### config.mk
export PLATFORM = sky130hd
export DESIGN_NAME = motor_ramp_sequencer
export DESIGN_NICKNAME = d
export VERILOG_FILES = /design/src/rtl/motor_pkg.sv /design/src/rtl/motor_ramp_channel.sv /design/src/rtl/motor_ramp_sequencer.sv
export SDC_FILE = /design/constraint.sdc
export NUM_CORES = 1
export LEC_CHECK = 0
export CAP_MARGIN = 25
export CELL_PAD_IN_SITES_DETAIL_PLACEMENT = 2
export CELL_PAD_IN_SITES_GLOBAL_PLACEMENT = 2
export CORE_UTILIZATION = 37
export DETAILED_ROUTE_END_ITERATION = 12
export PLACE_DENSITY_LB_ADDON = 0.05
export REMOVE_ABC_BUFFERS = 1
export SLEW_MARGIN = 20
export SYNTH_ARGS = -nofsm -noshare
export SYNTH_HDL_FRONTEND = slang
export SYNTH_SLANG_ARGS = --single-unit
### constraint.sdc
create_clock -name clk -period 4.8 [get_ports clk]
set_clock_uncertainty 0.15 [all_clocks]
set_input_delay 0.48 -clock clk [delete_from_list [all_inputs] [get_ports clk]]
set_output_delay 0.48 -clock clk [all_outputs]
set_load 0.02 [all_outputs]
### src/rtl/motor_pkg.sv
// -----------------------------------------------------------------------------
// motor_pkg
// Shared constants, per-motor state encoding and the saturating ramp helper
// used by the motor ramp sequencer and its per-motor channels.
// -----------------------------------------------------------------------------
package motor_pkg;

  localparam int NUM_MOTORS = 4;
  localparam int SPEED_W    = 5;
  localparam int SEL_W      = 2;
  // One guard bit above the speed width so that sums never wrap.
  localparam int ARITH_W    = SPEED_W + 1;
  localparam int SPEED_MAX  = (1 << SPEED_W) - 1;

  typedef enum logic [1:0] {
    HOLD  = 2'd0,
    RAMP  = 2'd1,
    BRAKE = 2'd2,
    DWELL = 2'd3
  } motor_state_e;

  // Move cur toward tgt by at most step, landing exactly on tgt when within
  // step. The caller keeps step <= SPEED_MAX, so cur + step fits in ARITH_W.
  function automatic logic [SPEED_W-1:0] ramp_toward(
    input logic [SPEED_W-1:0] cur,
    input logic [SPEED_W-1:0] tgt,
    input logic [ARITH_W-1:0] step
  );
    logic [ARITH_W-1:0] c;
    logic [ARITH_W-1:0] t;
    logic [ARITH_W-1:0] r;
    c = {1'b0, cur};
    t = {1'b0, tgt};
    r = c;
    if (c < t) begin
      r = c + step;
      if (r > t) r = t;
    end else if (c > t) begin
      if ((c - t) <= step) r = t;
      else                 r = c - step;
    end
    return r[SPEED_W-1:0];
  endfunction

endpackage

### src/rtl/motor_ramp_channel.sv
// -----------------------------------------------------------------------------
// motor_ramp_channel
// One motor: target registers, ramp/brake/dwell FSM and dwell counter.
//
// Ports
//   clk, reset     : clock, synchronous active-high reset
//   tick           : one-cycle ramp tick from the shared divider
//   estop          : level emergency stop (zero speeds, drop commands)
//   wr             : command strobe already decoded for this motor
//   cmd_dir        : requested direction
//   cmd_speed      : requested target speed
//   cur_speed      : current ramped speed
//   cur_dir        : current direction
//   at_target      : current speed/direction equal the target
//   state          : FSM state, exposed for debug/checkers
//
// There is no handshake here: wr is a single-cycle strobe that is always
// accepted (unless estop is high) and tick is a single-cycle enable.
// -----------------------------------------------------------------------------
module motor_ramp_channel
  import motor_pkg::*;
#(
  parameter int STEP        = 1,
  parameter int DWELL_TICKS = 4
) (
  input  logic               clk,
  input  logic               reset,
  input  logic               tick,
  input  logic               estop,
  input  logic               wr,
  input  logic               cmd_dir,
  input  logic [SPEED_W-1:0] cmd_speed,
  output logic [SPEED_W-1:0] cur_speed,
  output logic               cur_dir,
  output logic               at_target,
  output motor_state_e       state
);

  localparam int STEP_CLAMP = (STEP > SPEED_MAX) ? SPEED_MAX : STEP;
  localparam logic [ARITH_W-1:0] STEP_V = ARITH_W'(STEP_CLAMP);
  localparam int DWELL_W = (DWELL_TICKS < 1) ? 1 : $clog2(DWELL_TICKS + 1);
  localparam logic [DWELL_W-1:0] DWELL_INIT = DWELL_W'(DWELL_TICKS);

  logic [SPEED_W-1:0] tgt_speed;
  logic               tgt_dir;
  logic [DWELL_W-1:0] dwell;

  logic [SPEED_W-1:0] tgt_speed_nxt;
  logic               tgt_dir_nxt;
  logic [SPEED_W-1:0] cur_speed_nxt;
  logic               cur_dir_nxt;
  motor_state_e       state_nxt;
  logic [DWELL_W-1:0] dwell_nxt;

  logic [SPEED_W-1:0] ramp_speed;
  logic [SPEED_W-1:0] brake_speed;
  motor_state_e       ramp_state;
  logic               dir_match;

  always_ff @(posedge clk) begin
    if (reset) begin
      tgt_speed <= '0;
      tgt_dir   <= 1'b0;
      cur_speed <= '0;
      cur_dir   <= 1'b0;
      state     <= HOLD;
      dwell     <= '0;
    end else begin
      tgt_speed <= tgt_speed_nxt;
      tgt_dir   <= tgt_dir_nxt;
      cur_speed <= cur_speed_nxt;
      cur_dir   <= cur_dir_nxt;
      state     <= state_nxt;
      dwell     <= dwell_nxt;
    end
  end

  always_comb begin
    tgt_speed_nxt = tgt_speed;
    tgt_dir_nxt   = tgt_dir;
    cur_speed_nxt = cur_speed;
    cur_dir_nxt   = cur_dir;
    state_nxt     = state;
    dwell_nxt     = dwell;

    // Step toward the target (used once directions agree, including the
    // tick on which a reversal completes) and step toward zero (braking).
    ramp_speed  = ramp_toward(cur_speed, tgt_speed, STEP_V);
    brake_speed = ramp_toward(cur_speed, '0, STEP_V);
    ramp_state  = (ramp_speed == tgt_speed) ? HOLD : RAMP;
    dir_match   = (cur_dir == tgt_dir);

    if (estop) begin
      cur_speed_nxt = '0;
      tgt_speed_nxt = '0;
      state_nxt     = HOLD;
      dwell_nxt     = '0;
    end else begin
      // The tick sees the registered target; a write in the same cycle only
      // lands in the target registers and takes effect on the next tick.
      if (tick) begin
        if (dir_match) begin
          // Also covers a command restoring the original direction while
          // braking or dwelling: the reversal is simply abandoned.
          cur_speed_nxt = ramp_speed;
          state_nxt     = ramp_state;
          dwell_nxt     = '0;
        end else begin
          unique case (state)
            HOLD, RAMP: begin
              if (cur_speed == '0) begin
                // Already stopped: reverse immediately, no dwell.
                cur_dir_nxt   = tgt_dir;
                cur_speed_nxt = ramp_speed;
                state_nxt     = ramp_state;
              end else begin
                cur_speed_nxt = brake_speed;
                state_nxt     = BRAKE;
              end
            end
            BRAKE: begin
              if (cur_speed == '0) begin
                state_nxt = DWELL;
                dwell_nxt = DWELL_INIT;
              end else begin
                cur_speed_nxt = brake_speed;
              end
            end
            DWELL: begin
              if (dwell == '0) begin
                cur_dir_nxt   = tgt_dir;
                cur_speed_nxt = ramp_speed;
                state_nxt     = ramp_state;
              end else begin
                dwell_nxt = dwell - 1'b1;
              end
            end
            default: state_nxt = HOLD;
          endcase
        end
      end
      if (wr) begin
        tgt_speed_nxt = cmd_speed;
        tgt_dir_nxt   = cmd_dir;
      end
    end
  end

  assign at_target = (cur_speed == tgt_speed) && dir_match;

endmodule

### src/rtl/motor_ramp_sequencer.sv
// -----------------------------------------------------------------------------
// motor_ramp_sequencer
// Four-motor speed ramp sequencer. A shared divider produces ramp ticks; each
// motor channel ramps its current speed toward the commanded target, braking
// and dwelling at zero before a direction reversal. A round-robin output stage
// presents one motor per cycle to the downstream motor controller.
//
// Ports
//   clk, reset   : clock, synchronous active-high reset
//   cmd_wr       : single-cycle command strobe
//   cmd_motor    : target motor index for the command
//   cmd_dir      : requested direction
//   cmd_speed    : requested target speed, 0..31
//   estop        : level emergency stop
//   motor_select : round-robin motor index
//   speed        : current speed of motor_select
//   direction    : current direction of motor_select
//   at_target    : per motor, current speed/direction equal the target
//   motor_state  : per-motor FSM state, 2 bits per motor, debug only
//
// Commands are fire-and-forget strobes (no ready); the output triple is
// registered together every cycle, so motor_select/speed/direction always
// describe the same motor at the same instant.
// -----------------------------------------------------------------------------
module motor_ramp_sequencer
  import motor_pkg::*;
#(
  parameter int RAMP_DIV    = 25000,
  parameter int STEP        = 1,
  parameter int DWELL_TICKS = 4
) (
  input  logic                    clk,
  input  logic                    reset,
  input  logic                    cmd_wr,
  input  logic [SEL_W-1:0]        cmd_motor,
  input  logic                    cmd_dir,
  input  logic [SPEED_W-1:0]      cmd_speed,
  input  logic                    estop,
  output logic [SEL_W-1:0]        motor_select,
  output logic [SPEED_W-1:0]      speed,
  output logic                    direction,
  output logic [NUM_MOTORS-1:0]   at_target,
  output logic [2*NUM_MOTORS-1:0] motor_state
);

  localparam int CNT_W = (RAMP_DIV > 1) ? $clog2(RAMP_DIV) : 1;
  localparam logic [CNT_W-1:0] CNT_LAST = CNT_W'(RAMP_DIV - 1);

  logic [CNT_W-1:0]   tick_count;
  logic               tick;
  logic [SEL_W-1:0]   pointer;

  logic [SPEED_W-1:0] cur_speed_arr [NUM_MOTORS];
  logic [NUM_MOTORS-1:0] cur_dir_vec;
  motor_state_e       channel_state [NUM_MOTORS];

  // Free-running ramp divider; tick is high for the one cycle the counter
  // sits at its last value.
  assign tick = (tick_count == CNT_LAST);

  always_ff @(posedge clk) begin
    if (reset) begin
      tick_count <= '0;
    end else if (tick) begin
      tick_count <= '0;
    end else begin
      tick_count <= tick_count + 1'b1;
    end
  end

  for (genvar i = 0; i < NUM_MOTORS; i++) begin : g_ch
    motor_ramp_channel #(
      .STEP        (STEP),
      .DWELL_TICKS (DWELL_TICKS)
    ) u_ch (
      .clk       (clk),
      .reset     (reset),
      .tick      (tick),
      .estop     (estop),
      .wr        (cmd_wr && (cmd_motor == SEL_W'(i))),
      .cmd_dir   (cmd_dir),
      .cmd_speed (cmd_speed),
      .cur_speed (cur_speed_arr[i]),
      .cur_dir   (cur_dir_vec[i]),
      .at_target (at_target[i]),
      .state     (channel_state[i])
    );
    assign motor_state[2*i +: 2] = channel_state[i];
  end

  // Round-robin output stage. NUM_MOTORS is a power of two, so the pointer
  // wraps naturally.
  always_ff @(posedge clk) begin
    if (reset) begin
      pointer      <= '0;
      motor_select <= '0;
      speed        <= '0;
      direction    <= 1'b0;
    end else begin
      motor_select <= pointer;
      speed        <= cur_speed_arr[pointer];
      direction    <= cur_dir_vec[pointer];
      pointer      <= pointer + 1'b1;
    end
  end

endmodule

; ---- Yosys cells after proc, flatten, opt, wreduce, memory -nomap -nowiden
; Cells that the tools add are included.
[word_totals]
regBits = 93
in_bits = 12
output_inout_bits = 20
wordCells = 287
[op_classes]
n_addsub = 18
order_cmp = 26
n_eq_ne = 52
muxes = 101
bitwise_logic = 6
n_reduce_logical = 55
[op_table]
columns = op, n
row1 = two-way mux 5 bit, 42
row2 = one-hot mux 5 bit (3 select lines), 4
row3 = == test 5 bit, 8
row4 = two-way mux 3 bit, 12
row5 = two-way mux 2 bit, 16
row6 = "adder 5 x 1 -> 6 bit, second input constant", 4
row7 = greater-than comparator 6 x 5 -> 1 bit, 4
row8 = "less-or-equal comparator 6 x 1 -> 1 bit, second input constant", 4
row9 = "inequality test 3 x 1 -> 1 bit, second input constant", 8
row10 = "inequality test 3 x 2 -> 1 bit, second input constant", 8
row11 = one-hot mux 2 bit (3 select lines), 4
row12 = one-hot mux 3 bit (2 select lines), 4
row13 = AND reduction 3 bit, 8
row14 = AND reduction 6 bit, 4
row15 = subtractor 5 x 5 -> 6 bit, 4
row16 = "== test 2 bit, second input constant", 10
row17 = "greater-than comparator 5 x 1 -> 1 bit, second input constant", 4
row18 = greater-than comparator 5 bit, 4
row19 = "less-or-equal comparator 5 x 1 -> 1 bit, second input constant", 4
row20 = zero test 5 bit, 4
row21 = < comparator 5 bit, 4
row22 = "subtractor 5 x 1 -> 5 bit, second input constant", 4
row23 = "inequality test 2 x 1 -> 1 bit, second input constant", 8
row24 = AND reduction 4 bit, 4
row25 = 21 further kinds, 78

; ---- Logic depth before layout (Yosys ltp)
; Gate-level depths: netlist of the first run.
[depth]
ltp_word = 10
depth_mapped = 15
mapped_depth_nobuf = 13

; ---- Cells and area by module
; A second synthesis of the first run with hierarchy kept.
[hier_totals]
cells_unflattened = 1078
area_unflattened_um2 = 8474.4
[by_module_without_submodules]
columns = mod, n_inst, cells_per_inst, area_each_um2, seq_area_each_um2
row1 = motor_ramp_channel (g_ch[1].u_ch ...), 3, 242, 1856.8, 340.3
row2 = motor_ramp_channel (g_ch[0].u_ch), 1, 239, 1761.7, 340.3
row3 = motor_ramp_sequencer, 1, 113, 1142.3, 500.5

; ---- Least setup slack after synthesis of the first run
; OpenSTA, ideal clock, no wires.
[synth_timing]
path_type = reg2reg
start = reg g_ch[2].u_ch.cur_speed[0]
end = reg g_ch[2].u_ch.cur_speed[4]
setup_ps = 130
arrival_time_ps = 3083
t_required_ps = 4520
path_slack_ps = 1437
path_stages_with_launch = 13
n_path_buf = 1
synth_period_minus_slack_ps = 3363
path_cell_list = dfxtp_1 -> clkbuf_1 -> inv_1 -> ha_1 -> fa_1 -> xor2_1 -> o211ai_1 -> nor4b_1 -> nor2_2 -> mux2_1 -> a211oi_2 -> nor4b_1 -> nor3_2
[synth_via]
elab_chain_cells = 8
elab_cells_between_ends = 23
classes_between = add/sub: 3 / order compare: 6 / eq/ne: 1 / mux: 11 / reduce/logical: 2
[synth_lines]
columns = element, line_no
row1 = start: declaration, motor_ramp_channel.sv:33  ; output logic [SPEED_W-1:0] cur_speed,
row2 = start signal: assignment, motor_ramp_channel.sv:71  ; cur_speed <= cur_speed_nxt;
row3 = subtractor 5 x 5 -> 6 bit, motor_pkg.sv:39  ; if ((c - t) <= step) r = t;
row4 = less-or-equal comparator 6 x 1 -> 1 bit, motor_pkg.sv:39
row5 = two-way mux 5 bit, motor_pkg.sv:39
row6 = two-way mux 5 bit, motor_pkg.sv:38  ; end else if (c > t) begin
row7 = two-way mux 5 bit, motor_pkg.sv:35  ; if (c < t) begin
row8 = two-way mux 5 bit (on tied branches), "motor_ramp_channel.sv:130, motor_ramp_channel.sv:111"
row9 = one-hot mux 5 bit (3 select lines), motor_ramp_channel.sv:109  ; unique case (state)
row10 = two-way mux 5 bit, motor_ramp_channel.sv:102  ; if (dir_match) begin
; Parallel ways exist; a longest one is shown, timed or not. The select of a mux whose other input is x is not followed.
; A chain may end at the register's enable or synchronous reset.

; ---- Worst setup path in the final report of the first run
[layout_timing]
start = reg g_ch[2].u_ch.cur_speed[1]
end = reg g_ch[2].u_ch.cur_speed[1]
; Same word-level chain as after synthesis.

==> impl_metrics.csv, run 1 <==
group,metric,value,unit
status,status,"completed",
placed_design,placed_area,8847,um^2
sta,final.period_utilization,0.7975,
clock_tree,holdBufCountCts,0,
route,via_per_inst,5.947,
power,p_leak,3.475,nW
worst_setup_path,cp.required,4890,ps
job,maxCapViolations,0,
worst_setup_path,critPathMaxFanout,10,
clock_tree,clockBufferDepth,2,
sta,final_max_slew_viol_count,0,
power,combPwrFrac,0.144,
sta,fin_crit,3828,ps
die,ioPinCount,32,
grt,grt_max_degree,33,
placed_design,portBuffers,31,
worst_setup_path,cpMaxStageDelayCell,"o31ai_1",
worst_setup_path,slowest_delay,710,ps
synth,syn_inst,1098,
worst_setup_path,worstPathArrival,3910,ps
synth,yosys_warnings,0,
synth,syn_avg_cell_area,7.557,um^2
cells_and_area,antenna_cells,0,
clock_tree,cts_root_buf,"clkbuf_16",
die,rows,54,
synth,synth_edf_count,0,
power,p_int,1.243,mW
synth,synth.distinct_cells,86,
clock_tree,cts_tree,"yes",
sta,rsz0062_at_grt,"false",
cells_and_area,fin_area,9141,um^2
sta,tightest_slew,920.5,ps
route,ant_nets,0,
power,power_density,196.1,nW/um^2
grt,grt_pass1_vias,8559,
route,dr.pass1.iters,5,
route,avgRoutedWirePerCell,21.84,um
sta,fmax,0.2612,GHz
route,wl,30.21,mm
die,core_area,21890,um^2
power,p_seq_frac,0.442,
worst_setup_path,end_kind,"flop",
grt,antenna_found_initial,0,
cells_and_area,drive_above_1_share,0.05802,
worst_setup_path,crit_family,"compound AO/OA/AOI/OAI gates",
cells_and_area,layout.cells.non_filler,1383,
synth,async_flop_share,0,
synth,synth.area.top_cells,"dfxtp_1 22%, ha_1 9.8%, nor2_1 6.5%",
grt,grt_usage,0.2701,
sta,tns,0,ps
cells_and_area,nFillCells,2597,
clock_tree,htreeDepth,3,
route,vias,8225,
grt,grt_pass1_wl,47.68,mm
grt,grt-ovfl-total,0,
power,p_switching,0.5494,mW
placed_design,dp_hpwl,23.08,mm
power,peakVddDrop,137.0,uV
power,total_power,1.792,mW
synth,synth_ff_type,"dfxtp_1",
die,initial_core_util,0.3791,
cells_and_area,nets,1179,
sta,finalSetupViolCount,0,
sta,finalHoldWorstSlack,302.0,ps
clock_tree,clkSlewWorstSetupHoldPaths,80,ps
clock_tree,cts_buffers,9,
power,p_clk_frac,0.414,
power,swShare,0.3065,
clock_tree,cts_setup_buffers,0,
die,die_h,151.8,um
die,dieArea,23030,um^2
clock_tree,cts_sinks,93,
synth,synthTopCellsByCount,"143 x nor2_1, 93 x dfxtp_1, 89 x nand2_1, 81 x a21oi_1, 69 x o21ai_0",
synth,synth_seq_area_share,0.2244,
clock_tree,ctsResizeCount,0,
worst_setup_path,path_cells,"ha_1 -> xor2_1 -> ha_1 -> o21ai_0 -> a21oi_1 -> o31ai_1 -> and2_0 -> o21ai_0 -> nand2_1 -> a2bb2oi_1 -> a211oi_1",
sta,timing_hold_violations_final,0,
cells_and_area,area_growth,10.16,%
worst_setup_path,crit_buf_inv,0,
route,drtIter0Drc,366,
worst_setup_path,path_class,"flop to flop",
synth,synth_seq_cells,93,
clock_tree,insertion_delay,360,ps
route,drcViolationCount,0,
synth,synth_top_area_share,0.2244,
worst_hold_path,hp-class,"flop to flop",
worst_setup_path,start_kind,"flop",
placed_design,gp_routability_congestion,0.8611,
die,die_x,151.8,um
synth,yosys.area.top_type,"dfxtp_1",
placed_design,placed_cells,1367,
synth,synth_most_common_cell,"nor2_1",
sta,relSlewSlack,0.3841,
synth,syn-cell-area,8298,um^2
[metrics by stage]
step	utilization	worst slack [ps]
detailed placement	0.4042	993.9
floorplan	-	1537
finish	0.4176	971.8
global route	0.4176	585.5
global placement	0.4030	1017
CTS	0.4176	971.4
[path summary, 6_finish.rpt]
| kind | from | end | slack [ps] | cells after the start |
|---|---|---|---|---|
| max | g_ch[2].u_ch.cur_speed[1] | g_ch[2].u_ch.cur_speed[1] | 970 | 11 |
| min | tick_count[0] | tick_count[0] | 300 | 1 |
| max reg2reg | g_ch[2].u_ch.cur_speed[1] | g_ch[2].u_ch.cur_speed[1] | 970 | 11 |
| min reg2reg | tick_count[0] | tick_count[0] | 300 | 1 |
[kinds of logic after synthesis]
group                    Yosys count  synth area share
AO/OA/AOI/OAI                    309            0.2447
buffers and inverters            112           0.05353
flip-flops                        93            0.2244
XOR/XNOR                          60           0.06499
AND/OR/NAND/NOR                  404            0.2328
multiplexers                      51           0.07192
adder cells (fa/ha/maj)           69            0.1077
[registers in the layout, summed over array words and instances, names as in the netlist]
register / count
g_ch.u_ch.tgt_speed: 20
g_ch.u_ch.dwell: 12
speed: 5
direction: 1
g_ch.u_ch.tgt_dir: 4
tick_count: 15
g_ch.u_ch.cur_dir: 4
pointer: 2
g_ch.u_ch.state: 8
motor_select: 2
g_ch.u_ch.cur_speed: 20
[layout by cell type (no fill, tap or decap), types with 29 or more instances in the layout]
cell type,instances
a21oi_1,81
clkdlybuf4s50_1,31
dfxtp_1,93
ha_1,65
inv_1,54
mux2i_1,39
nand2_1,89
nand3_1,40
nor2_1,143
o21ai_0,69
xnor2_1,29
xor2_1,30
[layer usage]
layer	global-route usage	part of all wire	vias up	wire length [um]
met5	0	0	-	0
met3	0.03862	0.028	28	835
li1	-	-	3952	-
met2	0.4502	0.47	116	14290
met1	0.3667	0.48	4129	14630
met4	0.05891	0.015	0	450
[area by class of cell]
type,count,area [um^2],area share
clock buffer,9,225.2,0.02464
tap,280,350.3,0.03832
clock inverter,7,68.82,0.007528
timing repair buffer,47,440.4,0.04818
sequential,93,1862,0.2037
multi-input combinational,893,5992,0.6555
inverter,54,202.7,0.02217
[power groups by stage]
stage	Sequential, mW	Clock, mW	Combinational (mW)
after floorplan	0.807	0	0.170
after global placement	0.810	0	0.249
after detailed placement	0.810	0	0.257
after CTS	0.792	0.758	0.259
after global routing	0.794	0.784	0.283
final	0.792	0.743	0.258
[worst reg2reg max path, stage by stage, from the launching register on]
cell	delay, ps
dfxtp_1	630
ha_1	290
xor2_1	330
ha_1	310
o21ai_0	150
a21oi_1	60
o31ai_1	710
and2_0	530
o21ai_0	160
nand2_1	90
a2bb2oi_1	190
a211oi_1	90
(Power assumes the default switching activity.)
==> run 2, diff against run 1 <==
==> constraint.sdc (replaced) <==
create_clock -name clk -period 3.8 [get_ports clk]
set_clock_uncertainty 0.15 [all_clocks]
set_input_delay 0.38 -clock clk [delete_from_list [all_inputs] [get_ports clk]]
set_output_delay 0.38 -clock clk [all_outputs]
set_load 0.02 [all_outputs]
==> run 2 against run 1 <==
Global-route usage grew 0.51 points. Die area unchanged. First-iteration DRC count is 4.6% higher. Critical endpoint is now g_ch[1].u_ch.cur_speed[0].
==> impl_metrics.csv, run 2 (synthesis results as in run 1) <==
group,metric,value,unit
die,die_x,151.8,um
worst_setup_path,worstPathArrival,3700,ps
worst_setup_path,cpMaxStageDelayCell,"dfxtp_1",
power,power_density,237.9,nW/um^2
status,status,"completed",
cells_and_area,mostFrequentLayoutCells,"143 x nor2_1, 91 x dfxtp_1, 89 x nand2_1",
clock_tree,cts_root_buf,"clkbuf_16",
sta,timing_hold_violations_final,0,
clock_tree,clockBufferDepth,2,
clock_tree,cts_sinks,93,
worst_setup_path,cp.required,3890,ps
grt,grt_usage,0.2752,
worst_setup_path,slowest_delay,520,ps
grt,grt_pass1_vias,8759,
worst_hold_path,hp-class,"flop to flop",
grt,grt_max_degree,25,
power,swShare,0.2914,
placed_design,dp_hpwl,24.40,mm
sta,final_max_slew_viol_count,0,
sta,fin_crit,3605,ps
sta,final.period_utilization,0.9487,
worst_setup_path,path_class,"flop to flop",
cells_and_area,antenna_cells,0,
cells_and_area,nets,1213,
worst_setup_path,crit_buf_inv,0,
sta,fmax,0.2774,GHz
worst_setup_path,start_kind,"flop",
sta,tightest_slew,1003,ps
power,p_leak,3.635,nW
power,p_switching,0.6508,mW
cells_and_area,reg_top3,"g_ch.u_ch.cur_speed x20, g_ch.u_ch.tgt_speed x20, tick_count x15",
die,core_area,21890,um^2
clock_tree,clkSlewWorstSetupHoldPaths,70,ps
power,total_power,2.233,mW
worst_setup_path,path_cells,"ha_1 -> nand3_1 -> xnor2_1 -> ha_1 -> a21oi_1 -> nand2_1 -> o32ai_2 -> o21a_1 -> o22ai_1 -> o31ai_1 -> a211oi_1 -> a41o_1",
route,ant_nets,0,
sta,tns,0,ps
power,peakVddDrop,168.7,uV
grt,antenna_found_initial,0,
sta,setup_slack,195.1,ps
worst_setup_path,cp.depth,12,
die,dieArea,23030,um^2
grt,grt-ovfl-total,0,
cells_and_area,area_growth,13.12,%
worst_setup_path,r2r_start,"g_ch[1].u_ch.cur_speed[1]",
route,dr.pass1.iters,5,
worst_setup_path,reg2regPathDepth,12,
route,avgRoutedWirePerCell,21.84,um
sta,finalHoldWorstSlack,304.9,ps
placed_design,placed_cells,1401,
sta,relSlewSlack,0.3253,
die,initial_core_util,0.3791,
route,drcViolationCount,0,
placed_design,portBuffers,31,
power,p_int,1.582,mW
placed_design,dp_slack,154.5,ps
route,vias,8399,
worst_setup_path,crit_path_end,"g_ch[1].u_ch.cur_speed[0]",
route,wl_met1,15.12,mm
worst_setup_path,cp-startpoint,"g_ch[1].u_ch.cur_speed[1]",
grt,grt_pass1_wl,49.07,mm
route,dr_wl_met3,698,um
cells_and_area,post-route-util,0.4288,
worst_setup_path,crit_family,"compound AO/OA/AOI/OAI gates",
cells_and_area,fin_area,9387,um^2
route,wl_met2,14.55,mm
cells_and_area,drive_above_1_share,0.08891,
cells_and_area,layout.cells.non_filler,1416,
clock_tree,cts_buffers,9,
power,combPwrFrac,0.154,
cells_and_area,final_common_cell,"nor2_1",
worst_setup_path,end_kind,"flop",
clock_tree,cts_tree,"yes",
die,ioPinCount,32,
worst_setup_path,critPathMaxFanout,8,
power,p_clk_frac,0.399,
power,p_seq_frac,0.447,
sta,finalSetupViolCount,0,
route,wl,30.93,mm
job,maxCapViolations,0,
clock_tree,insertion_delay,350,ps
clock_tree,cts_setup_buffers,0,
placed_design,placed_area,9092,um^2
route,via_per_inst,5.931,
die,die_h,151.8,um
route,drtIter0Drc,383,
worst_setup_path,path_common_cell,"ha_1",
worst_setup_path,r2r_slack,200,ps
die,rows,54,
worst_setup_path,timing.rr.end,"g_ch[1].u_ch.cur_speed[0]",
route,top_layer_used,"met4",
placed_design,gp_routability_congestion,0.8972,
clock_tree,htreeDepth,3,
==> run 2: cell count changes in the layout (fill, tap and decap cells not counted), sizes merged <==
cell	previous run	this run
buf	16	50
clkbuf	9	12
inv	57	54
clkinvlp	2	0
clkinv	2	3
==> run 2: cell type report <==
type / count / area, um^2
Clock buffer: 12 / 246.5
Clock inverter: 3 / 22.52
Fill cell: 2590 / 12500
Inverter: 54 / 202.7
Multi-Input combinational cell: 893 / 6015
Sequential cell: 93 / 1864
Tap cell: 280 / 350.3
Timing Repair Buffer: 81 / 685.7
==> run 2: how the worst min path moves through the flow <==
stage                  startpoint            end  slack, ps  cells past startpoint
finish              tick_count[0]  tick_count[0]        300                      1
global placement    tick_count[0]  tick_count[0]        280                      1
CTS                 tick_count[0]  tick_count[0]        310                      1
detailed placement  tick_count[0]  tick_count[0]        300                      1
global route        tick_count[0]  tick_count[0]        320                      1
floorplan           tick_count[0]  tick_count[0]        270                      1
==> run 2: layer usage <==
layer / GRT usage / up-vias
li1: - / 4024
met1: 0.3764 / 4237
met2: 0.4598 / 109
met3: 0.02335 / 29
met4: 0.07673 / 0
met5: 0 / -
==> run 2: worst register-to-register path: cells and delay by family (launching register included) <==
| kind | cells | cell delay, ps |
|---|---|---|
| AND/OR/NAND/NOR | 2 | 190 |
| AO/OA/AOI/OAI | 7 | 1600 |
| flip-flops | 1 | 520 |
| adder cells (fa/ha/maj) | 2 | 620 |
| XOR/XNOR | 1 | 430 |
==> run 2: repair_timing <==
item	in CTS	in global routing
resized for setup	0	6
hold buffers	0	0
setup endpoints to repair	0	6
==> run 2: power by group through the flow <==
stage                     sequential (mW)  combinational (mW)  clock, mW
after floorplan                      1.02               0.215          0
after global placement               1.02               0.333          0
after detailed placement             1.02               0.341          0
after CTS                           0.999               0.343      0.909
after global routing                 1.00               0.374      0.938
final                               0.998               0.344      0.891
==> run 3, diff against run 2 <==
--- a/config.mk
+++ b/config.mk
@@ -8,11 +8,12 @@
 export CAP_MARGIN = 25
 export CELL_PAD_IN_SITES_DETAIL_PLACEMENT = 2
 export CELL_PAD_IN_SITES_GLOBAL_PLACEMENT = 2
-export CORE_UTILIZATION = 37
+export CORE_UTILIZATION = 38
 export DETAILED_ROUTE_END_ITERATION = 12
 export PLACE_DENSITY_LB_ADDON = 0.05
 export REMOVE_ABC_BUFFERS = 1
 export SLEW_MARGIN = 20
 export SYNTH_ARGS = -nofsm -noshare
 export SYNTH_HDL_FRONTEND = slang
+export SYNTH_HIERARCHICAL = 1
 export SYNTH_SLANG_ARGS = --single-unit
==> run 3 against run 2 <==
Global-route usage rose by 0.40 points. Non-clock buffer count shrank 12. Core utilization is 0.60 points higher. Clock-buffer cell count fell by 2. Area after synthesis grew 2.1%. Power rose by 1.4%. Final cell count down 1.6%. Design area rose by 1.1%. Die area decreased by 0.55%. Critical path depth is 1 lower.
==> impl_metrics.csv, run 3 <==
group,metric,value,unit
sta,fin_crit,3590,ps
cells_and_area,layout.cells.non_filler,1393,
synth,yosys_warnings,6,
die,initial_core_util,0.3883,
worst_setup_path,end_kind,"flop",
placed_design,dp_hpwl,24.00,mm
worst_setup_path,critPathMaxFanout,9,
synth,synth_seq_area_share,0.2197,
synth,syn_avg_cell_area,7.861,um^2
route,vias,8546,
synth,synth_ff_type,"dfxtp_1",
clock_tree,clkSlewWorstSetupHoldPaths,70,ps
clock_tree,cts_root_buf,"clkbuf_16",
die,ioPinCount,32,
worst_setup_path,worstPathArrival,3670,ps
route,via_per_inst,6.135,
sta,relSlewSlack,0.3329,
grt,antenna_found_initial,1,
clock_tree,cts_setup_buffers,0,
clock_tree,cts_tree,"yes",
synth,synth_seq_cells,93,
synth,synth_edf_count,0,
route,wl,30.93,mm
sta,final_max_slew_viol_count,0,
worst_setup_path,path_class,"flop to flop",
job,maxCapViolations,0,
synth,synthTopCellsByCount,"119 x nor2_1, 93 x dfxtp_1, 87 x a21oi_1, 62 x ha_1, 62 x nand2_1",
worst_hold_path,hp-class,"flop to flop",
sta,final.period_utilization,0.9448,
worst_setup_path,start_kind,"flop",
sta,fmax,0.2785,GHz
clock_tree,clockBufferDepth,2,
power,peakVddDrop,179.0,uV
synth,synth_top_area_share,0.2197,
die,die_h,151.3,um
cells_and_area,drive_above_1_share,0.1105,
synth,async_flop_share,0,
sta,finalSetupViolCount,0,
grt,grt_pass1_wl,49.46,mm
placed_design,placed_cells,1377,
cells_and_area,post-route-util,0.4348,
route,drtIter0Drc,391,
cells_and_area,reg_top3,"g_ch.u_ch/cur_speed x20, g_ch.u_ch/tgt_speed x20, tick_count x15",
placed_design,gp_routability_congestion,0.9123,
sta,finalHoldWorstSlack,347.6,ps
worst_setup_path,path_cells,"ha_1 -> nand3_1 -> xor2_1 -> inv_1 -> ha_1 -> or2_2 -> o221a_2 -> o31ai_1 -> o2111ai_1 -> a221oi_2 -> a31oi_1",
placed_design,portBuffers,31,
sta,tightest_slew,997.6,ps
die,dieArea,22900,um^2
synth,syn-cell-area,8474,um^2
die,die_x,151.3,um
clock_tree,htreeDepth,3,
die,rows,54,
grt,grt_usage,0.2793,
power,power_density,238.6,nW/um^2
worst_setup_path,cp.required,3880,ps
cells_and_area,mostFrequentLayoutCells,"119 x nor2_1, 93 x dfxtp_1, 87 x a21oi_1",
status,status,"completed",
sta,timing_hold_violations_final,0,
synth,yosys.area.top_type,"dfxtp_1",
route,drcViolationCount,0,
cells_and_area,nets,1186,
grt,grt-ovfl-total,0,
worst_setup_path,slowest_delay,580,ps
synth,synth.distinct_cells,79,
cells_and_area,area_growth,11.96,%
grt,grt_pass1_vias,8869,
worst_setup_path,cpMaxStageDelayCell,"dfxtp_1",
clock_tree,insertion_delay,360,ps
clock_tree,cts_buffers,9,
route,avgRoutedWirePerCell,22.21,um
route,ant_nets,0,
cells_and_area,antenna_cells,0,
synth,synth_most_common_cell,"nor2_1",
synth,synth.area.top_cells,"dfxtp_1 22%, ha_1 9.2%, nor2_1 5.3%",
clock_tree,cts_sinks,93,
power,p_leak,3.444,nW
worst_setup_path,path_common_cell,"ha_1",
synth,syn_inst,1078,
sta,rsz0062_at_grt,"false",
cells_and_area,final_common_cell,"nor2_1",
die,core_area,21820,um^2
route,dr.pass1.iters,5,
grt,grt_max_degree,34,
run 3: cells by family after synthesis:
group	synth area share
and+or+nand+nor	0.2532
AOI/OAI and AO/OA	0.2509
buffers and inverters	0.05551
DFF	0.2197
adders and majority gates	0.1010
xor gates and xnor gates	0.05788
muxes	0.06186
run 3: worst paths after layout:
kind                                                 from               endpoint  slack [ps]  depth (start not counted)
worst min-delay path                        tick_count[0]          tick_count[0]         350                          1
worst max-delay path            g_ch[3].u_ch/cur_speed[1]  g_ch[3].u_ch/state[0]         210                         11
worst min register to register              tick_count[0]          tick_count[0]         350                          1
worst max register to register  g_ch[3].u_ch/cur_speed[1]  g_ch[3].u_ch/state[0]         210                         11
run 3: worst max-delay path: cells and delay by family, from the launching register on:
kind            cells  cell delay [ps]
compound gates      5             1410
xor+xnor            1              260
fa+ha+maj           2              520
buf+inv             1               70
flops               1              580
simple gates        2              460
run 3: repair_timing:
action	in CTS	in global routing
gates resized for setup	0	1
endpoints found under the setup margin	0	1
hold buffers	0	0
run 3: cell type report:
type | instances | area, um^2
flip-flops and latches | 93 | 1862
fillers | 2535 | 12340
repair buffers | 69 | 608.1
inverters | 56 | 210.2
clock inverters | 6 | 71.32
multi-input cells | 879 | 6157
clock buffers | 10 | 229.0
well taps | 280 | 350.3
run 3: report_power, final:
group	internal, mW	switching, mW	total, mW
registers	0.984	0.0176	1.00
logic	0.114	0.199	0.313
clock network	0.516	0.433	0.949
total	1.61	0.650	2.26
run 3: through the flow:
step	power, mW	TNS, ps	area (um^2)	setup slack, ps
5_1_grt	2.354	0	9488	119.0
3_5_place_dp	1.332	0	9181	354.1
2_1_floorplan	1.215	-125.4	8214	-125.4
6_report	2.263	0	9488	209.9
3_3_place_gp	1.325	0	9181	358.8
4_1_cts	2.290	0	9482	153.6
run 3: metal layers:
metal / global-route usage / share of wire
met3: 0.03524 / 0.034
met2: 0.4630 / 0.47
met1: 0.3789 / 0.48
met4: 0.07300 / 0.016
met5: 0 / 0
==> edit 1, RTL diff (settings of run 2) <==
Make the reset (`reset`) asynchronous in 3 clocked blocks. Comments in the files are not updated.
--- a/src/rtl/motor_ramp_channel.sv
+++ b/src/rtl/motor_ramp_channel.sv
@@ -57,7 +57,7 @@
   motor_state_e       ramp_state;
   logic               dir_match;
 
-  always_ff @(posedge clk) begin
+  always_ff @(posedge clk or posedge reset) begin
     if (reset) begin
       tgt_speed <= '0;
       tgt_dir   <= 1'b0;
--- a/src/rtl/motor_ramp_sequencer.sv
+++ b/src/rtl/motor_ramp_sequencer.sv
@@ -58,7 +58,7 @@
   // sits at its last value.
   assign tick = (tick_count == CNT_LAST);
 
-  always_ff @(posedge clk) begin
+  always_ff @(posedge clk or posedge reset) begin
     if (reset) begin
       tick_count <= '0;
     end else if (tick) begin
@@ -90,7 +90,7 @@
 
   // Round-robin output stage. NUM_MOTORS is a power of two, so the pointer
   // wraps naturally.
-  always_ff @(posedge clk) begin
+  always_ff @(posedge clk or posedge reset) begin
     if (reset) begin
       pointer      <= '0;
       motor_select <= '0;
Function: differs if reset is asserted again (counterexample within 4 cycles, from zero or initial values and one cycle with reset high); with reset held inactive, the same outputs for 4 cycles.
==> edit 1 against run 2 <==
Sequential cell count did not move; synthesized cell count rose by 1.6%; utilization barely moved; worst setup slack improved by 0.078 ns; wire length rose by 12%; global-route usage rose by 1.7 points; synthesized area rose by 7.1%; cell area rose by 7.6%; die area rose by 7.0%; fmax rose by 2.2%; critical path type unchanged; critical endpoint is now g_ch[0].u_ch.cur_speed[3]$_DFFE_PP0P_; largest cell class unchanged.
Power is not compared: it rests on default switching activity, and its combinational part moved more than twofold at a synthesized area within 25%.
==> edit 1: results (changes against run 2) <==
Clk Latency, worst-skew pair -> 0.37 ns (was 0.35 ns)
Hold Path Sink -> tick_count[0]$_DFF_PP0_ (was tick_count[0]$_SDFF_PP0_)
Worst path slowest cell -> dfrtp_1 (was dfxtp_1)
Critical Path Fanout Max -> 10 (was 8)
status -> finished clean (unchanged)
initial antenna violation count -> 1 (was 0)
post-synthesis adder-cell area fraction -> 10.1% (was 10.8%)
worst slew pin tran -> 0.912 ns (was 1.00 ns)
first-pass GRT wire length -> 55.5 mm (was 49.1 mm)
Synth cell types -> 81 (was 86)
WL final -> 34.7 mm (was 30.9 mm)
Reg-to-Reg Start -> g_ch[0].u_ch.cur_speed[0]$_DFFE_PP0P_ (was g_ch[1].u_ch.cur_speed[1]$_SDFFE_PP0P_)
Max rail drop VDD -> 0.219 mV
M1 wire length -> 16.4 mm (was 15.1 mm)
met2 Usage GRT -> 48.0% (was 46.0%)
fin crit share -> 92.8% (was 94.9%)
First-pass DRT Iterations -> 7 (was 5)
Cell Area, Placed -> 0.00977 mm² (was 0.00909 mm²)
total track usage -> 29.3% (was 27.5%)
mux contribution to synthesized area -> 5.95% (was 7.19%)
Avg Vias per Cell -> 6.11 (was 5.93)
detailed router's first-iteration violation count -> 459 (was 383)
WP data arrival -> 3.63 ns (was 3.70 ns)
Hold Crit Start -> tick_count[0]$_DFF_PP0_ (was tick_count[0]$_SDFF_PP0_)
Post-DP HPWL -> 26.3 mm (was 24.4 mm)
Setup Slack @ Placement -> 0.296 ns (was 0.155 ns)
GR Util met3 -> 3.30% (was 2.34%)
synth top area cells -> dfrtp_1, ha_1, o21ai_0, nor2_1, a21oi_1 (was dfxtp_1, ha_1, nor2_1, a21oi_1, mux2i_1)
Synth Area in XOR/XNOR -> 5.03% (was 6.50%)
total length of routed met2 wires -> 16.3 mm (was 14.5 mm)
met1 usage in global routing -> 40.4% (was 37.6%)
ys async rst share -> 100% (was 0%)
largest net degree at the start of global routing -> 64 (was 25)
met3 wire len -> 1.18 mm (was 698 µm)
Worst Reg-to-Reg Cells -> 11 (was 12)
layout cells sized above 1 -> 10.7% (was 8.89%)
sequential fraction of the synthesis area -> 26.2% (was 22.4%)
Max stage delay on crit path -> 0.55 ns (was 0.52 ns)
main flop type after synthesis -> dfrtp_1 (was dfxtp_1)
Yosys top cell area share -> 26.2% (was 22.4%)
end of the critical path -> g_ch[0].u_ch.cur_speed[3]$_DFFE_PP0P_ (was g_ch[1].u_ch.cur_speed[0]$_SDFFE_PP0P_)
## edit 1: cell types whose count changed after synthesis, moves of 7 or more
| cell | before | now |
|---|---|---|
| nor3_1 | 27 | 34 |
| a21oi_1 | 81 | 71 |
| mux2i_1 | 39 | 27 |
| nand3_1 | 40 | 33 |
| dfrtp_1 | 0 | 93 |
| mux2_2 | 3 | 10 |
| nor2_1 | 143 | 122 |
| o21ai_1 | 21 | 3 |
| o21ai_0 | 69 | 92 |
| or3_1 | 1 | 8 |
| dfxtp_1 | 93 | 0 |
## edit 1: worst max-delay path, delay by kind of cell, from the launching register on
| family | cells | cell delay [ns] |
|---|---|---|
| AO/OA/AOI/OAI | 7 | 1.64 |
| adder cells (fa/ha/maj) | 2 | 0.65 |
| buffers and inverters | 1 | 0.22 |
| flip-flops | 1 | 0.55 |
| AND/OR/NAND/NOR | 1 | 0.20 |
## edit 1: where the power goes
group	leakage, nW	internal [mW]	switching, mW
Sequential	1.24	1.09	0.208
Combinational	2.95	1.31	2.06
Clock	0.152	0.580	0.456
Total	4.35	2.98	2.73
## edit 1: area by class of cell
class                      instances  area (µm²)  share of cell area (%)
sequential                        93        2330                    23.1
timing repair buffer              91         756                    7.49
multi-input combinational        901        6070                    60.2
clock buffer                       9         225                    2.23
tap                              319         399                    3.95
clock inverter                     7        97.6                   0.967
inverter                          57         216                    2.14
## edit 1: kinds of logic (layout without fill, tap and decap cells)
family	count (synthesis)	after routing
fa+ha+maj	69	69
xor+xnor	51	51
compound gates	333	333
buf+inv	122	164
flops	93	93
mux	44	44
simple gates	404	404
## edit 1: through the flow
step,std cells,hold WS (ns)
final,1477,0.332
after global routing,1477,0.371
after CTS,1477,0.337
after detailed placement,1461,0.322
after global placement,1461,0.301
after floorplan,1051,0.283
==> edit 2, RTL diff (config.mk and constraints of run 2) <==
Made on the original files. `DWELL_TICKS` is set to 4 in 2 places; all go to 2.
--- a/src/rtl/motor_ramp_channel.sv
+++ b/src/rtl/motor_ramp_channel.sv
@@ -21,7 +21,7 @@
   import motor_pkg::*;
 #(
   parameter int STEP        = 1,
-  parameter int DWELL_TICKS = 4
+  parameter int DWELL_TICKS = 2
 ) (
   input  logic               clk,
   input  logic               reset,
--- a/src/rtl/motor_ramp_sequencer.sv
+++ b/src/rtl/motor_ramp_sequencer.sv
@@ -27,7 +27,7 @@
 #(
   parameter int RAMP_DIV    = 25000,
   parameter int STEP        = 1,
-  parameter int DWELL_TICKS = 4
+  parameter int DWELL_TICKS = 2
 ) (
   input  logic                    clk,
   input  logic                    reset,
Behaviour: same outputs for any inputs over 4 cycles, from zero or initial values and one cycle with reset high; that may be too few to reach the edited logic, so the function may still have changed.
==> edit 2 against run 2 <==
Global-route usage fell by 0.24 points; power fell by 0.27%; worst setup slack improved by 0.087 ns; sequential cell count fell by 4; cell area fell by 5.4%; synthesized area fell by 4.7%; hold slack got worse by 0.0022 ns; wire length fell by 6.2%; clock power rose by 3.9%; critical endpoint is now g_ch[0].u_ch.state[0]$_SDFFE_PP0P_.
==> edit 2: results (changes against run 2) <==
status -> finished clean (unchanged)
first-pass GRT wire length -> 46.5 mm (was 49.1 mm)
sequential fraction of the synthesis area -> 22.5% (was 22.4%)
Leakage -> 3.31 nW (was 3.64 nW)
Resized Gates After CTS -> 0 (unchanged)
detailed router's first-iteration violation count -> 294 (was 383)
Clk Latency, worst-skew pair -> 0.36 ns
nets -> 1,124 (was 1,213)
Post-DP HPWL -> 22.4 mm (was 24.4 mm)
Critical Path Fanout Max -> 14 (was 8)
Max stage delay on crit path -> 0.71 ns (was 0.52 ns)
maximum clock insertion buffer count -> 2 (unchanged)
synth top area cells -> dfxtp_1, ha_1, nor2_1, a21oi_1, mux2i_1 (unchanged)
synth warn -> 0 (unchanged)
WL final -> 29.0 mm (was 30.9 mm)
vias in the first global route -> 8,255 (was 8,759)
Synth cell types -> 91 (was 86)
# Post-CTS Setup Buffers -> 0 (unchanged)
Max rail drop VDD -> 0.204 mV (was 0.169 mV)
Slew Limit Headroom -> 31.8% (was 32.5%)
worst min-delay path class -> register to register (unchanged)
area leader, netlist -> dfxtp_1 (unchanged)
total track usage -> 27.3% (was 27.5%)
Post-synth top cells -> nor2_1, dfxtp_1, a21oi_1 (was nor2_1, dfxtp_1, nand2_1)
leading registers by flop count -> g_ch.u_ch.cur_speed: 20 flops, g_ch.u_ch.tgt_speed: 20 flops, tick_count: 15 flops (unchanged)
Synth Area in XOR/XNOR -> 6.42% (was 6.50%)
initial antenna violation count -> 1 (was 0)
PortBufs -> 31 (unchanged)
clock-pin slew on the worst setup and hold paths -> 0.07 ns (about the same)
WP data arrival -> 3.59 ns (was 3.70 ns)
clock power share -> 41.6% (was 39.9%)
Avg Vias per Cell -> 5.91 (was 5.93)
layout cells sized above 1 -> 8.56% (was 8.89%)
mux contribution to synthesized area -> 7.07% (was 7.19%)
Antenna Cells -> 0 (unchanged)
Worst path slowest cell -> dfxtp_1 (unchanged)
crit-path leading delay family -> simple AND/OR/NAND/NOR gates (was compound AO/OA/AOI/OAI gates)
Power Total -> 2.23 mW (about the same)
H-tree depth -> 3 (unchanged)
GP Congestion -> 0.833 (was 0.897)
First-pass DRT Iterations -> 4 (was 5)
Internal -> 1.59 mW (was 1.58 mW)
largest net degree at the start of global routing -> 41 (was 25)
Hold Buf Count CTS -> 0 (unchanged)
Comb power -> 344 µW (about the same)
post-synthesis adder-cell area fraction -> 10.7% (was 10.8%)
Compound-Gate Fraction of Synth Area -> 23.5% (was 24.5%)
## edit 2: changes by cell type after synthesis, sizes merged, moves of 7 or more
cell / change
clkbuf: -12
nand2: -23
a221oi: -8
o21a: +7
inv: -11
o21ai: -21
nor2: -21
buf: +10
or3: +13
nor3: +12
## edit 2: layout make-up
type / instances / area (µm²)
clock buffer: 11 / 233
timing repair buffer: 68 / 588
inverter: 43 / 161
multi-input combinational: 836 / 5710
sequential: 89 / 1780
clock inverter: 4 / 55.1
tap: 275 / 344
fill: 2465 / 12100
## edit 2: metrics by stage
stage,hold slack [ns],cell area (µm²),std cells,setup slack [ns],util (%)
after floorplan,0.268,7660,968,0.440,-
after global placement,0.283,8590,1311,0.387,41.0
after detailed placement,0.295,8590,1311,0.342,41.0
after CTS,0.310,8880,1326,0.318,42.4
after global routing,0.357,8880,1326,0.0146,42.4
final,0.303,8880,1326,0.282,42.4
## edit 2: final timing paths
check / start / endpoint / slack (ns) / depth (start not counted)
setup / recovery: g_ch[0].u_ch.cur_speed[2]$_SDFFE_PP0P_ / g_ch[0].u_ch.state[0]$_SDFFE_PP0P_ / 0.28 / 12
hold / removal: tick_count[0]$_SDFF_PP0_ / tick_count[0]$_SDFF_PP0_ / 0.30 / 1
setup reg to reg: g_ch[0].u_ch.cur_speed[2]$_SDFFE_PP0P_ / g_ch[0].u_ch.state[0]$_SDFFE_PP0P_ / 0.28 / 12
hold reg to reg: tick_count[0]$_SDFF_PP0_ / tick_count[0]$_SDFF_PP0_ / 0.30 / 1
## edit 2: routing by layer
| layer | global-route usage (%) | wire [µm] |
|---|---|---|
| met5 | 0 | 0 |
| met4 | 8.35 | 531 |
| met3 | 3.56 | 620 |
| met2 | 47.0 | 14200 |
| met1 | 35.2 | 13600 |
